## config.mk

```make
export PLATFORM = sky130hd
export DESIGN_NAME = gpu_cmd_controller
export DESIGN_NICKNAME = d
export VERILOG_FILES = /design/src/rtl/gpu_cmd_controller.sv
export SDC_FILE = /design/constraint.sdc
export NUM_CORES = 1
export LEC_CHECK = 0
export CORE_MARGIN = 5
export CORE_UTILIZATION = 45
export CTS_BUF_LIST = sky130_fd_sc_hd__clkbuf_4 sky130_fd_sc_hd__clkbuf_8
export DETAILED_ROUTE_END_ITERATION = 12
export PLACE_DENSITY = 0.71
export RECOVER_POWER = 100
export SYNTH_ARGS = -nofsm -noshare
export SYNTH_HDL_FRONTEND = slang
export SYNTH_SLANG_ARGS = --single-unit
```

## constraint.sdc

```tcl
create_clock -name clk -period 3.3 [get_ports clk]
set_input_delay 0.495 -clock clk [delete_from_list [all_inputs] [get_ports clk]]
set_output_delay 0.495 -clock clk [all_outputs]
set_load 0.01 [all_outputs]
```

## src/rtl/gpu_cmd_controller.sv

```systemverilog
// gpu_cmd_controller: decodes host opcodes into word-wise memory copies and
// kernel launches across a set of cores, with timeout and abort handling.
module gpu_cmd_controller #(
    parameter int data_width = 32,
    parameter int addr_width = 32,
    parameter int num_cores  = 4,
    parameter int MAX_PARAMS = 4,
    parameter int tmo_width  = 16
) (
    input  logic                  clk,
    input  logic                  rst,
    input  logic                  cpu_instr_valid,
    input  logic [31:0]           cpu_recv_instr,
    input  logic                  cpu_in_valid,
    input  logic [31:0]           cpu_in_data,
    output logic                  cpu_ready,
    output logic                  cpu_out_valid,
    output logic [31:0]           cpu_out_data,
    output logic [1:0]            status,
    output logic                  mem_wr_req,
    output logic                  mem_rd_req,
    output logic [addr_width-1:0] mem_addr,
    output logic [data_width-1:0] mem_wr_data,
    input  logic                  mem_ack,
    input  logic [data_width-1:0] mem_rd_data,
    output logic [num_cores-1:0]  core_en,
    output logic                  core_clr,
    output logic                  core_set_pc_req,
    output logic [data_width-1:0] core_set_pc_addr,
    input  logic [num_cores-1:0]  core_halted,
    output logic                  kernel_done
);
    localparam int PW = $clog2(MAX_PARAMS);
    localparam int CW = tmo_width + 10;
    localparam logic [31:0] OP_COPY_TO = 32'd1;
    localparam logic [31:0] OP_LAUNCH  = 32'd3;
    localparam logic [31:0] OP_ABORT   = 32'd4;

    typedef enum logic [2:0] {
        S_IDLE, S_RECV_PARAMS, S_RECV_DATA, S_WR_WAIT, S_RD_WAIT, S_LAUNCH, S_RUN
    } state_t;

    state_t                r_state, w_next;
    logic [31:0]           r_params [MAX_PARAMS];
    logic [PW-1:0]         r_param_pos;
    logic                  r_launch, r_to_gpu;
    logic [addr_width-1:0] r_addr;
    logic [31:0]           r_left;
    logic [data_width-1:0] r_wdata;
    logic [31:0]           r_out_data;
    logic                  r_out_valid;
    logic [1:0]            r_status;
    logic [num_cores-1:0]  r_core_en;
    logic [CW-1:0]         r_cnt;
    logic                  r_kdone;

    logic                  w_abort, w_op_ok, w_in_param, w_last_param, w_param_done;
    logic                  w_halt_all, w_tmo_hit, w_run_end;
    logic [31:0]           w_words;
    logic [tmo_width-1:0]  w_tmo;

    assign w_abort      = cpu_instr_valid && cpu_recv_instr == OP_ABORT && r_state != S_IDLE;
    assign w_op_ok      = cpu_recv_instr >= OP_COPY_TO && cpu_recv_instr <= OP_LAUNCH;
    assign w_in_param   = r_state == S_RECV_PARAMS && cpu_in_valid;
    assign w_last_param = r_param_pos == (r_launch ? PW'(2) : PW'(1));
    assign w_param_done = w_in_param && w_last_param;
    // byte count rounded up to whole words; 33-bit sum avoids losing the carry
    assign w_words      = 32'(({1'b0, cpu_in_data} + 33'd3) >> 2);
    assign w_halt_all   = (core_halted & r_core_en) == r_core_en;
    assign w_tmo        = r_params[2][tmo_width-1:0];
    assign w_tmo_hit    = w_tmo != '0 && r_cnt == {w_tmo, 10'd0} - CW'(1);
    assign w_run_end    = r_state == S_RUN && (w_halt_all || w_tmo_hit);

    always_ff @(posedge clk or negedge rst) begin
        if (!rst) r_state <= S_IDLE;
        else      r_state <= w_next;
    end

    always_comb begin
        w_next = r_state;
        if (w_abort) w_next = S_IDLE;
        else case (r_state)
            S_IDLE:        w_next = cpu_instr_valid && w_op_ok ? S_RECV_PARAMS : S_IDLE;
            S_RECV_PARAMS: if (w_param_done)
                               w_next = r_launch ? S_LAUNCH : w_words == 32'd0 ? S_IDLE :
                                        r_to_gpu ? S_RECV_DATA : S_RD_WAIT;
            S_RECV_DATA:   w_next = cpu_in_valid ? S_WR_WAIT : S_RECV_DATA;
            S_WR_WAIT:     if (mem_ack) w_next = r_left == 32'd1 ? S_IDLE : S_RECV_DATA;
            S_RD_WAIT:     if (mem_ack && r_left == 32'd1) w_next = S_IDLE;
            S_LAUNCH:      w_next = S_RUN;
            S_RUN:         w_next = w_run_end ? S_IDLE : S_RUN;
            default:       w_next = S_IDLE;
        endcase
    end

    always_ff @(posedge clk or negedge rst) begin
        if (!rst) begin
            r_params    <= '{default: '0};
            r_param_pos <= '0;
            r_launch    <= 1'b0;
            r_to_gpu    <= 1'b0;
            r_addr      <= '0;
            r_left      <= '0;
            r_wdata     <= '0;
            r_out_data  <= '0;
            r_out_valid <= 1'b0;
            r_status    <= 2'd0;
            r_core_en   <= '0;
            r_cnt       <= '0;
            r_kdone     <= 1'b0;
        end else begin
            r_out_valid <= 1'b0;
            r_kdone     <= 1'b0;
            if (r_state == S_IDLE && cpu_instr_valid) begin
                if (w_op_ok) begin
                    r_status    <= 2'd0;
                    r_param_pos <= '0;
                    r_launch    <= cpu_recv_instr == OP_LAUNCH;
                    r_to_gpu    <= cpu_recv_instr == OP_COPY_TO;
                end else if (cpu_recv_instr > OP_ABORT) begin
                    r_status <= 2'd1;
                end
            end
            if (w_abort) begin
                r_status  <= 2'd3;
                r_core_en <= '0;
                r_kdone   <= r_state == S_RUN;
            end else begin
                if (w_in_param) begin
                    r_params[r_param_pos] <= cpu_in_data;
                    r_param_pos           <= r_param_pos + PW'(1);
                end
                if (w_param_done) begin
                    r_addr <= addr_width'(r_params[0]);
                    r_left <= w_words;
                end
                if (r_state == S_RECV_DATA && cpu_in_valid) r_wdata <= data_width'(cpu_in_data);
                if ((r_state == S_WR_WAIT || r_state == S_RD_WAIT) && mem_ack) begin
                    r_addr <= r_addr + addr_width'(4);
                    r_left <= r_left - 32'd1;
                end
                if (r_state == S_RD_WAIT && mem_ack) begin
                    r_out_data  <= 32'(mem_rd_data);
                    r_out_valid <= 1'b1;
                end
                if (r_state == S_LAUNCH) begin
                    r_core_en <= r_params[1][num_cores-1:0];
                    r_cnt     <= '0;
                end
                if (r_state == S_RUN) begin
                    r_cnt <= r_cnt + CW'(1);
                    if (w_run_end) begin
                        r_core_en <= '0;
                        r_kdone   <= 1'b1;
                        r_status  <= w_halt_all ? 2'd0 : 2'd2;
                    end
                end
            end
        end
    end

    assign cpu_ready        = r_state == S_IDLE ||
                              ((r_state == S_RECV_PARAMS || r_state == S_RECV_DATA) && cpu_in_valid);
    assign cpu_out_valid    = r_out_valid;
    assign cpu_out_data     = r_out_data;
    assign status           = r_status;
    assign mem_wr_req       = r_state == S_WR_WAIT;
    assign mem_rd_req       = r_state == S_RD_WAIT;
    assign mem_addr         = r_addr;
    assign mem_wr_data      = r_wdata;
    assign core_en          = r_core_en;
    assign core_clr         = r_state == S_LAUNCH;
    assign core_set_pc_req  = r_state == S_LAUNCH;
    assign core_set_pc_addr = r_state == S_LAUNCH ? data_width'(r_params[0]) : '0;
    assign kernel_done      = r_kdone;
endmodule

```

Yosys cells after proc, flatten, opt, wreduce, memory -nomap -nowiden
Cells that the tools add are included.
Widths: inputs -> output; s select.
{ "op_classes": {"addsub": 6, "mul": 0, "n_div": 0, "magnitude_cmp": 5, "n_eq_ne": 16, "shift": 0, "muxes": 43, "bitwise_logic": 3, "n_reduce_logical": 32} }
{ "ops": {"columns": ["cell", "count"], "rows": [
  ["$mux 32", 6],
  ["$bwmux 128", 1],
  ["$demux 32 s2", 1],
  ["$eq 32x1->1 const B", 2],
  ["$mux 26", 2],
  ["$add 32x2->33 const B", 1],
  ["$add 32x3->32 const B", 1],
  ["$eq 32x2->1 const B", 1],
  ["$eq 32x3->1 const B", 1],
  ["$ge 32x1->1 const B", 1],
  ["$gt 32x3->1 const B", 1],
  ["$le 32x2->1 const B", 1],
  ["$logic_not 32->1", 1],
  ["$sub 32x1->32 const B", 1],
  ["$add 26x1->26 const B", 1],
  ["$eq 26x26->1", 1],
  ["$mux 2", 13],
  ["$sub 26x1->26 const B", 1],
  ["$mux 3", 8],
  ["$pmux 3 s7", 1],
  ["$mux 4", 4],
  ["$reduce_bool 16->1", 1],
  ["$logic_and 1x1->1", 15],
  ["$reduce_and 2->1", 6],
  ["other kinds (19)", 33]
]} }
{ "totals": {"ff_bits": 297, "latch_bits": 0, "ram_bits": 0, "mem_bits_ro": 0, "inputBits": 105, "output_inout_bits": 141, "elab_cells": 122, "memories": 0} }

Longest topological paths before layout
{ "depth": {"ltp_word": 8, "ltp_mapped": 11, "depth_no_buf": 10} }

Worst setup path before layout
OpenSTA, ideal clock, no wires.
{ "synth_timing": {"path_type": "in2reg", "start": "input port cpu_in_data[15]", "end": "register r_state[1]", "t_arrival_ps": 2445, "slack_ps": 719, "path_stages": 9, "path_buffers": 1, "cell_sequence": "clkbuf_1 nand4_1 or4_4 nor4_4 nand3b_1 o21ai_1 o211ai_1 o31ai_1 o311ai_1"} }
{ "synth_between": {"elab_chain_cells": 7} }
{ "synth_rtl": {"columns": ["element", "line", "source"], "rows": [
  ["start, declared", "15", "input logic [31:0] cpu_in_data,"],
  ["$add 32x2->33", "68", "assign w_words = 32'(({1'b0, cpu_in_data} + 33'd3) >> 2);"],
  ["$logic_not 32->1", "85", "w_next = r_launch ? S_LAUNCH : w_words == 32'd0 ? S_IDLE :"],
  ["$mux 3 (2 in series)", "85", null],
  ["$mux 3", "84", "S_RECV_PARAMS: if (w_param_done)"],
  ["$pmux 3 s7", "82", "else case (r_state)"],
  ["$mux 3", "81", "if (w_abort) w_next = S_IDLE;"],
  ["end signal, assigned", "76", "else r_state <= w_next;"],
  ["end, declared", "43", "state_t r_state, w_next;"]
]} }
Every way passes these cells. The select of a mux whose other input is x is not followed.
A chain may end at the register's enable or synchronous reset.

Worst setup path after layout
{ "layout_timing": {"start": "register r_params[32] (netlist bit)", "end": "register r_state[1]"} }
{ "layout_between": {"elab_chain_cells": 8, "elab_cells_between_ends": 9, "cone_classes": "1 x add/sub; 1 x eq/ne; 3 x mux; 4 x reduce/logical"} }
{ "layout_rtl": {"columns": ["element", "line", "source"], "rows": [
  ["start, declared", "44", "logic [31:0] r_params [MAX_PARAMS];"],
  ["start signal, assigned by index", "130", "r_params[r_param_pos] <= cpu_in_data;"],
  ["$sub 26x1->26", "71", "assign w_tmo_hit = w_tmo != '0 && r_cnt == {w_tmo, 10'd0} - CW'(1);"],
  ["$eq 26x26->1", "71", null],
  ["$logic_and 1x1->1 (*)", "71", null],
  ["$logic_or 1x1->1 (*)", "72", "assign w_run_end = r_state == S_RUN && (w_halt_all || w_tmo_hit);"],
  ["$logic_and 1x1->1 (*)", "72", null],
  ["$mux 3 (*)", "91", "S_RUN: w_next = w_run_end ? S_IDLE : S_RUN;"],
  ["$pmux 3 s7 (*)", "82", null],
  ["$mux 3 (*)", "81", null]
]} }
Mark *: on every way between the ends. The rest lies on a longest branch, timed or not.

==> impl_metrics.csv <==
group,metric,value,unit
setup_path,rrSetupSlack,0.18,ns
setup_path,worstSetupEndpointType,"flip-flop",
sta,setup_violations,0,
setup_path,arrival,3.52,ns
layout,multi_input_area,6140,um^2
floorplan,io_pins,246,
setup_path,path_max_fanout,11,
clock_tree,numCtsBuffers,41,
sta,slew_violations,72,
flow_run,drv_cap,1,
sta,clock.fmax,320,MHz
logic_synthesis,synthArstFlopShare,1.00,
floorplan,die_h,174,um
setup_path,r2r_start,"r_params[32]",
power_and_ir_drop,power.density,789,nW/um^2
global_routing,grt_pass1_vias,11206,
clock_tree,clkLatencyLatePin,0.56,ns
clock_tree,cts_tree,"done",
layout,syn_to_final_growth,34.0,%
floorplan,die-width,174,um
placed_design,dp.final_hpwl,28300,um
global_routing,track_usage,0.254,
sta,relSlewSlack,-0.329,
setup_path,rr_worst_depth,10,
logic_synthesis,ys.flop_type,"dfrtp_1",
floorplan,initial_core_util,0.460,
clock_tree,postCtsHoldBufs,1,
sta,setup_tns,0,ns
setup_path,worstSetupStartpoint,"r_params[32]",
setup_path,worst-setup-path-type,"reg -> reg",
layout,antenna_cells,0,
worst_hold_path,worstHoldPathType,"reg -> reg",
power_and_ir_drop,max-vdd-ir-drop,443,uV
setup_path,crit_path_end,"r_state[1]",
global_routing,grt_pass1_wl,62200,um
clock_tree,cts_max_level,2,
detailed_routing,wl,39200,um
layout,layout_common_cells,"dfrtp_1 (221), dlygate4sd3_1 (131), clkdlybuf4s50_1 (114)",
clock_tree,clockBufferDepth,3,
logic_synthesis,yosysWarnings,0,
sta,rsz0062_at_grt,"false",
logic_synthesis,synth_seq_cells,221,
layout,fin_area,16100,um^2
sta,finClkSkew,0.0277,ns
floorplan,dieArea,30100,um^2
logic_synthesis,synth-seq-area-share,0.459,
status,violations,"max-capacitance violations, max-slew violations",
global_routing,antenna_found_initial,0,
power_and_ir_drop,leakagePower,0.00697,uW
floorplan,rows,59,
detailed_routing,drt_iter0_markers,945,
detailed_routing,drc,0,
clock_tree,clk_pin_slew,0.06,ns
detailed_routing,dr.pass1.iters,6,
logic_synthesis,synth.distinct_cells,77,
detailed_routing,viasPerCell,5.84,
clock_tree,post_cts_buffers,0,
sta,finalCritPeriodShare,0.946,
sta,fin_crit,3.12,ns
layout,drive_above_1_share,0.178,
sta,finalHoldViolations,0,
setup_path,rr_endpoint,"r_state[1]",
layout,regArea,5530,um^2
layout,fill_cells,2221,
logic_synthesis,syn_inst,1253,
global_routing,grt_remaining_overflow,0,
power_and_ir_drop,p_total,12700,uW
detailed_routing,wl_per_cell,20.5,um
placed_design,io_buffers,245,
logic_synthesis,syn-num-nets,1366,
logic_synthesis,synth_edf_count,0,
floorplan,coreArea,26200,um^2
placed_design,gp_congestion,0.892,
sta,worst_pin_slew,1.99,ns
clock_tree,cts_resized,0,
clock_tree,cts_sinks,221,
setup_path,start_kind,"flip-flop",
layout,nets,1656,
status,status,"complete, but fails checks",
layout,layout_commonest_cell,"dfrtp_1",
detailed_routing,ant_nets,0,
detailed_routing,vias,11145,
logic_synthesis,avgSynthCellArea,9.62,um^2
global_routing,grt_max_degree,82,
logic_synthesis,mappedNetlistArea,12000,um^2
clock_tree,clock-root-buffer,"clkbuf_8",
setup_path,crit_required,3.70,ns
placed_design,placed_area,15300,um^2
## flip-flops by register name (all words and copies together), names as in the netlist
signal         cells
r_param_pos        2
cpu_out_valid      1
status             2
mem_addr          32
mem_wr_data       32
cpu_out_data      32
kernel_done        1
r_cnt             26
r_launch           1
core_en            4
r_left            32
r_state            3
r_params          52
r_to_gpu           1
## power by group
| group | internal, uW | total [uW] | leakage, uW | switching (uW) |
|---|---|---|---|---|
| Combinational | 2520 | 4930 | 0.00369 | 2410 |
| Sequential | 3810 | 4880 | 0.00279 | 1070 |
| Clock | 1720 | 2930 | 0.000488 | 1200 |
## cells in the mapped netlist, types with 8 or more instances
master / instances / area (um^2)
mux2_2: 114 / 1280
nor4_1: 22 / 138
xnor2_1: 34 / 298
dfrtp_1: 221 / 5530
o21ai_0: 84 / 420
a31oi_1: 9 / 56.3
nor2_1: 89 / 334
clkbuf_1: 54 / 203
or4_1: 8 / 60.1
nand4_1: 15 / 93.8
inv_1: 24 / 90.1
ha_1: 8 / 100
o22ai_1: 21 / 131
buf_2: 17 / 85.1
mux2i_1: 8 / 80.1
a21oi_1: 98 / 490
nand3_1: 54 / 270
and3_1: 18 / 113
nor3_1: 38 / 190
xor2_1: 34 / 298
and2_1: 37 / 231
nand2_1: 111 / 417
## how the worst min path moves through the flow
stage               startpoint         endpoint  slack, ns  cells past startpoint
5_1_grt         mem_wr_data[1]   mem_wr_data[1]       0.51                      1
4_1_cts        mem_wr_data[25]  mem_wr_data[25]       0.49                      2
6_report       mem_wr_data[24]  mem_wr_data[24]       0.49                      2
2_1_floorplan              rst       core_en[0]       0.20                      0
3_5_place_dp   mem_wr_data[25]  mem_wr_data[25]       0.48                      2
3_3_place_gp   mem_wr_data[24]  mem_wr_data[24]       0.47                      2
## cells by family after synthesis
kind of cell             Yosys count  share of synthesized area
AO/OA/AOI/OAI                    285                      0.140
buffers and inverters             99                     0.0330
flip-flops                       221                      0.459
adder cells (fa/ha/maj)            8                    0.00831
multiplexers                     122                      0.113
AND/OR/NAND/NOR                  450                      0.197
XOR/XNOR                          68                     0.0494
## critical path, stage by stage, from the launching register on
cell	delay, ns
dfrtp_1	0.50
inv_1	0.08
ha_1	0.36
and4b_1	0.31
a31oi_1	0.04
or4b_2	0.64
a32oi_1	0.35
clkbuf_1	0.20
a211oi_1	0.12
o21ai_1	0.20
o311ai_0	0.17
## metrics by stage
step / setup slack (ns) / std cells / utilization / hold slack [ns]
floorplan: 0.719 / 1253 / - / 0.199
global placement: 0.141 / 1834 / 0.584 / 0.466
detailed placement: 0.0560 / 1834 / 0.584 / 0.482
CTS: 0.215 / 1910 / 0.620 / 0.494
global route: 0.0443 / 1910 / 0.616 / 0.509
finish: 0.180 / 1910 / 0.616 / 0.491
## routing by layer
layer / vias up / GRT usage / share of wire
li1: 5112 / - / -
met5: - / 0 / 0
met4: 0 / 0.102 / 0.040
met1: 5374 / 0.350 / 0.43
met3: 92 / 0.0702 / 0.092
met2: 567 / 0.383 / 0.43
## layout make-up
| type | count | share of cell area |
|---|---|---|
| inverter | 25 | 0.00581 |
| multi-input combinational | 933 | 0.381 |
| sequential | 221 | 0.343 |
| tap | 335 | 0.0260 |
| clock inverter | 8 | 0.00481 |
| timing repair buffer | 321 | 0.187 |
| clock buffer | 67 | 0.0529 |
No activity file was read; power rests on OpenSTA's default activity.
